## config.mk

```make
export PLATFORM = sky130hd
export DESIGN_NAME = reg_file_sb
export DESIGN_NICKNAME = d
export VERILOG_FILES = /design/src/rtl/reg_file_sb.sv
export SDC_FILE = /design/constraint.sdc
export NUM_CORES = 2
export LEC_CHECK = 0
export BUFFER_PORTS_ARGS = -buffer_cell sky130_fd_sc_hd__buf_2
export CAP_MARGIN = 5
export CORE_ASPECT_RATIO = 0.9
export CORE_UTILIZATION = 45
export DETAILED_ROUTE_END_ITERATION = 8
export PLACE_DENSITY = 0.7
export RECOVER_POWER = 100
export REMOVE_ABC_BUFFERS = 1
export SYNTH_ARGS = -nofsm -noshare
export SYNTH_HDL_FRONTEND = slang
export SYNTH_SLANG_ARGS = --single-unit
export TNS_END_PERCENT = 10
```

## constraint.sdc

```tcl
create_clock -name clk -period 10.3 [get_ports clk]
set_clock_uncertainty 0.05 [all_clocks]
set_input_delay 0.515 -clock clk [delete_from_list [all_inputs] [get_ports clk]]
set_output_delay 0.515 -clock clk [all_outputs]
set_load 0.005 [all_outputs]
```

## src/rtl/reg_file_sb.sv

```systemverilog
// reg_file_sb: architectural register file with a write-pending scoreboard.
//   Two combinational read ports with same-cycle write-through bypass, one
//   synchronous write port, and a busy-bit scoreboard that raises Stall while
//   a source operand still has an outstanding producer.
// Ports:
//   clk, rst_n       clock, asynchronous active-low reset
//   RA1/RA2, RD1/RD2 read addresses (rs/rt) and combinational read data
//   WR, WD, RegWrite write-back address (from RegDst mux), data, enable
//   Issue, IssueWR   issuing instruction and its destination register
//   Stall            combinational: a source operand is pending
//   BusyCnt          registered count of busy registers (0..31)
module reg_file_sb #(
    parameter int unsigned DATA_W = 32,
    parameter int unsigned ADDR_W = 5
) (
    input  logic              clk,
    input  logic              rst_n,
    input  logic [ADDR_W-1:0] RA1,
    input  logic [ADDR_W-1:0] RA2,
    output logic [DATA_W-1:0] RD1,
    output logic [DATA_W-1:0] RD2,
    input  logic [ADDR_W-1:0] WR,
    input  logic [DATA_W-1:0] WD,
    input  logic              RegWrite,
    input  logic              Issue,
    input  logic [ADDR_W-1:0] IssueWR,
    output logic              Stall,
    output logic [ADDR_W:0]   BusyCnt
);

    localparam int unsigned NREG  = 1 << ADDR_W;
    localparam int unsigned CNT_W = ADDR_W + 1;

    logic [DATA_W-1:0] regs [NREG];
    logic [NREG-1:0]   busy;
    logic [NREG-1:0]   busy_nxt;
    logic [CNT_W-1:0]  cnt_nxt;

    logic wr_hit1;
    logic wr_hit2;
    logic pend1;
    logic pend2;
    logic issue_ok;

    // Read ports with bypass, and hazard detection against the scoreboard.
    // A write-back to the source register this cycle satisfies the operand.
    always_comb begin
        wr_hit1 = RegWrite && (WR == RA1);
        wr_hit2 = RegWrite && (WR == RA2);

        RD1 = '0;
        if (RA1 != '0) begin
            RD1 = wr_hit1 ? WD : regs[RA1];
        end
        RD2 = '0;
        if (RA2 != '0) begin
            RD2 = wr_hit2 ? WD : regs[RA2];
        end

        pend1 = (RA1 != '0) && busy[RA1] && !wr_hit1;
        pend2 = (RA2 != '0) && busy[RA2] && !wr_hit2;
        Stall = pend1 || pend2;
    end

    // Next busy vector; a new producer overrides a same-edge write-back.
    always_comb begin
        busy_nxt = '0;
        cnt_nxt  = '0;
        issue_ok = Issue && !Stall;
        for (int r = 1; r < int'(NREG); r++) begin
            busy_nxt[r] = (issue_ok && (IssueWR == ADDR_W'(r))) ||
                          (busy[r] && !(RegWrite && (WR == ADDR_W'(r))));
        end
        for (int r = 1; r < int'(NREG); r++) begin
            cnt_nxt = cnt_nxt + CNT_W'(busy_nxt[r]);
        end
    end

    // Scoreboard and busy count update on the same edge.
    always_ff @(posedge clk or negedge rst_n) begin
        if (!rst_n) begin
            busy    <= '0;
            BusyCnt <= '0;
        end else begin
            busy    <= busy_nxt;
            BusyCnt <= cnt_nxt;
        end
    end

    // Register array; register 0 is never written.
    always_ff @(posedge clk or negedge rst_n) begin
        if (!rst_n) begin
            for (int i = 0; i < int'(NREG); i++) begin
                regs[i] <= '0;
            end
        end else if (RegWrite && (WR != '0)) begin
            regs[WR] <= WD;
        end
    end

endmodule

```

==> summary.md <==
| Metric | Value |
|---|---|
| CP Buf/Inv Count | `5` |
| Area Growth Syn to Fin | `9.31%` |
| Violated checks | `max-capacitance violations, max-slew violations` |
| CP top delay family | `adder cells` |
| CTS tree | `done` |
| Buffers on Ports | `~130` |
| Most frequent CP cell | `fa_1` |
| Met1 Track Usage GR | `37.8%` |
| Initial drt markers | `approximately 3,500` |
| Worst rel slew slack | `-297%` |
| Sequential fraction of the synthesis area | `46.1%` |
| Initial antenna violation count | `6` |
| Initial Utilization | `between 40% and 50%` |
| FFs w/ async S/R, synth | `100%` |
| Boundary Pins | `approximately 130` |
| Yosys top cell by area | `dfrtp_1` |
| Delay of the slowest critical-path stage | `roughly 0.88 ns` |
| Filler cells | `~11,000` |
| Synthesized instance count | `about 3,700` |
| Post-route ant nets | `0` |
| Setup CP Type | `input port to flip-flop` |
| Via count | `35,496` |
| Levels on crit path | `21` |
| Placed insts | `just over 5,000` |
| Worst-margin pin slew | `approximately 6 ns` |
| Fin. max-slew vios | `about 1,700` |
| Most Crowded Layer GR | `met2` |
| Max-cap violation count | `47` |
| CP required | `roughly 11 ns` |
| Largest net degree at the start of global routing | `between 150 and 200` |
| Worst reg2reg endpoint | `BusyCnt[4]` |
| Core Area | `approximately 0.13 mm2` |
| Row cnt | `124` |
| Final hold vios | `0` |
| Total Power | `around 13 mW` |
| Gr usage total | `a little over a quarter` |
| Max Freq | `about 120 MHz` |
| Setup TNS Final | `0 ns` |
| Yosys top cell area share | `between 40% and 50%` |
| Clock sink count | `roughly 1,100` |
| Clk slew on worst S/H paths | `around 0.060 ns` |
| Min-delay worst type | `input port to flip-flop` |
| RSZ-0062 raised after global routing | `false` |
| Synth Cell Area | `roughly 0.058 mm2` |
| WL/cell | `31.3 um` |
| Max stage delay cell, worst path | `a32oi_1` |
| Die W | `~380 um` |
| Global route overflow | `0` |
| Worst VDD drop | `roughly 0.0005 V` |
| Layout cell share with drive strength beyond 1 | `a little over half` |
| Critical path startpoint category | `input port` |
| Total Wirelength | `~170 mm` |
| Syn_area_per_cell | `about 16 um2` |
| DRT Pass-1 Iters | `7` |
| Pleak | `26.6 nW` |
| WP data arrival | `roughly 8.7 ns` |
| Crit path capture | `BusyCnt[4]` |
| Minimum clock period | `8.12 ns` |
| Vias in the first global route | `36,784` |
| Synth unique cells | `46` |
| CTS resizes | `0` |
| R2R Path Start | `busy[15]` |
| Ranking of synthesized cells by area | `dfrtp_1, mux4_2, mux2_2` |
| Chip height | `between 300 and 400 um` |
| CTS Buffer Depth | `3` |
| DRC viols | `0` |
| RePlAce Congestion | `around 0.82` |
| Skew-Pair Late Insertion Delay | `0.69 ns` |
| Number of synthesized flops with an enable pin | `0` |
| Met2 GRT Util | `between 40 and 50%` |
| Crit. End Element | `flip-flop` |
| Die area | `approximately 0.13 mm2` |
| Global-route wire length before repair | `around 250 mm` |
| Cell Pwr Density | `around 210 mW/mm2` |
| Worst reg2reg path depth | `20` |
| Crit-path max FO | `70` |
| Nets@finish | `3,650` |
| CTS H-tree lvls | `3` |
| Ys flop type | `dfrtp_1` |
| Flop-to-flop setup slack | `2.27 ns` |
| Yosys warning count | `0` |
| Met3 GRT Util | `roughly 5.5%` |
| Crit-path cells | `buf_8 > mux4_2 > mux2_1 > a211o_1 > a32oi_1 > clkbuf_1 > a32oi_1 > fa_1 > fa_1 > fa_1 > inv_1 > fa_1 > fa_1 > inv_1 > fa_1 > fa_1 > fa_1 > inv_1 > a21o_1 > a21oi_1 > xnor2_1` |
| Run status | `finished, violations left` |
| Fin cells | `~5,400` |
| Post-synthesis register bit count | `~1,100` |
| Root buffer cell | `clkbuf_16` |
| Period utilisation layout | `about 79%` |
| Via density per instance | `around 6.6` |
| Post-DP HPWL | `roughly 91 mm` |
| Critical path origin | `RA2[1]` |
| Number of CTS-inserted buffers | `around 110` |
| Final setup vio count | `0` |
[routing by layer]
metal | wire length [um] | up-vias
li1 | - | 14103
met3 | 13800 | 312
met2 | 77900 | 1621
met1 | 70100 | 19456
met4 | 6050 | 4
met5 | 22 | -
[sequential cells by signal (all words and copies together), names as in the netlist]
name and count:
regs 1024, busy 31, BusyCnt 6
[layout by cell type (no fill, tap or decap), types with 35 or more instances in the layout]
| cell | count |
|---|---|
| clkbuf_1 | 114 |
| buf_2 | 59 |
| mux4_2 | 616 |
| clkbuf_16 | 112 |
| nand2_1 | 42 |
| a211oi_1 | 49 |
| nor2_1 | 81 |
| dfrtp_1 | 1061 |
| mux2i_1 | 86 |
| buf_4 | 41 |
| o21ai_0 | 35 |
| a21oi_1 | 43 |
| mux2_2 | 1013 |
[synth_stat cells (31+ instances only)]
cell      number
dfrtp_1     1061
mux2_2      1015
mux4_2       616
clkbuf_1     265
buf_2        117
nor2_1        88
mux2i_1       86
a211oi_1      49
nand2_1       45
a21oi_1       43
o21ai_0       35
a32o_1        31
inv_1         31
[timing repair]
action                                 CTS  global route
hold buffers                             1             0
endpoints found under the hold margin  101             0
setup buffers                            0             0
setup endpoints to repair                0             0
[stage by stage]
| stage | instance area, um2 | hold WS (ns) | setup WS [ns] | util, % |
|---|---|---|---|---|
| 2_1_floorplan | 55800 | 0.169 | 0.261 | - |
| 3_3_place_gp | 59500 | 0.327 | 2.46 | 46.9 |
| 3_5_place_dp | 59500 | 0.332 | 2.35 | 46.9 |
| 4_1_cts | 63400 | 0.281 | 3.07 | 49.9 |
| 5_1_grt | 63000 | 0.310 | 1.43 | 49.6 |
| 6_report | 63000 | 0.328 | 2.18 | 49.6 |
[worst register-to-register path: stages (launching register included)]
cell and delay (ns):
dfrtp_1 0.41, mux4_2 0.49, mux2_1 0.34, a211o_1 0.33, a32oi_1 0.88, clkbuf_1 0.72
a32oi_1 0.27, fa_1 0.58, fa_1 0.53, fa_1 0.50, inv_1 0.06, fa_1 0.49
fa_1 0.50, inv_1 0.05, fa_1 0.45, fa_1 0.43, fa_1 0.47, inv_1 0.07
a21o_1 0.11, a21oi_1 0.07, xnor2_1 0.13
[power breakdown]
part	leakage (nW)	internal, mW	switching (mW)
clock network	1.87	2.47	1.74
registers	13.6	5.00	0.582
logic	11.1	2.03	1.45
[logic make-up after synthesis]
kind of cell    count (synthesis)  synth area share [%]
flops                        1061                  46.1
xor+xnor                       13                 0.198
buf+inv                       456                  3.37
simple gates                  186                  1.47
mux                          1717                  45.4
fa+ha+maj                      30                 0.951
compound gates                207                  2.54
[worst min-delay path by stage]
| stage | start | to | cells after the start |
|---|---|---|---|
| after global routing | IssueWR[4] | busy[4] | 3 |
| after floorplan | rst_n | BusyCnt[0] | 0 |
| final | IssueWR[4] | busy[4] | 3 |
| after CTS | IssueWR[4] | busy[4] | 3 |
| after detailed placement | regs[1016] | regs[1016] | 0 |
| after global placement | regs[1005] | regs[1005] | 0 |
[final cells by class]
class | count | area [um2] | area share, %
multi-input cells | 2153 | 29200 | 46.4
repair buffers | 206 | 1140 | 1.81
inverters | 31 | 119 | 0.189
diodes | 1 | 2.50 | 0.00397
well taps | 1701 | 2130 | 3.38
flip-flops and latches | 1061 | 26600 | 42.1
clock buffers | 164 | 3260 | 5.17
clock inverters | 42 | 567 | 0.900
No activity file was read; power rests on OpenSTA's default activity.
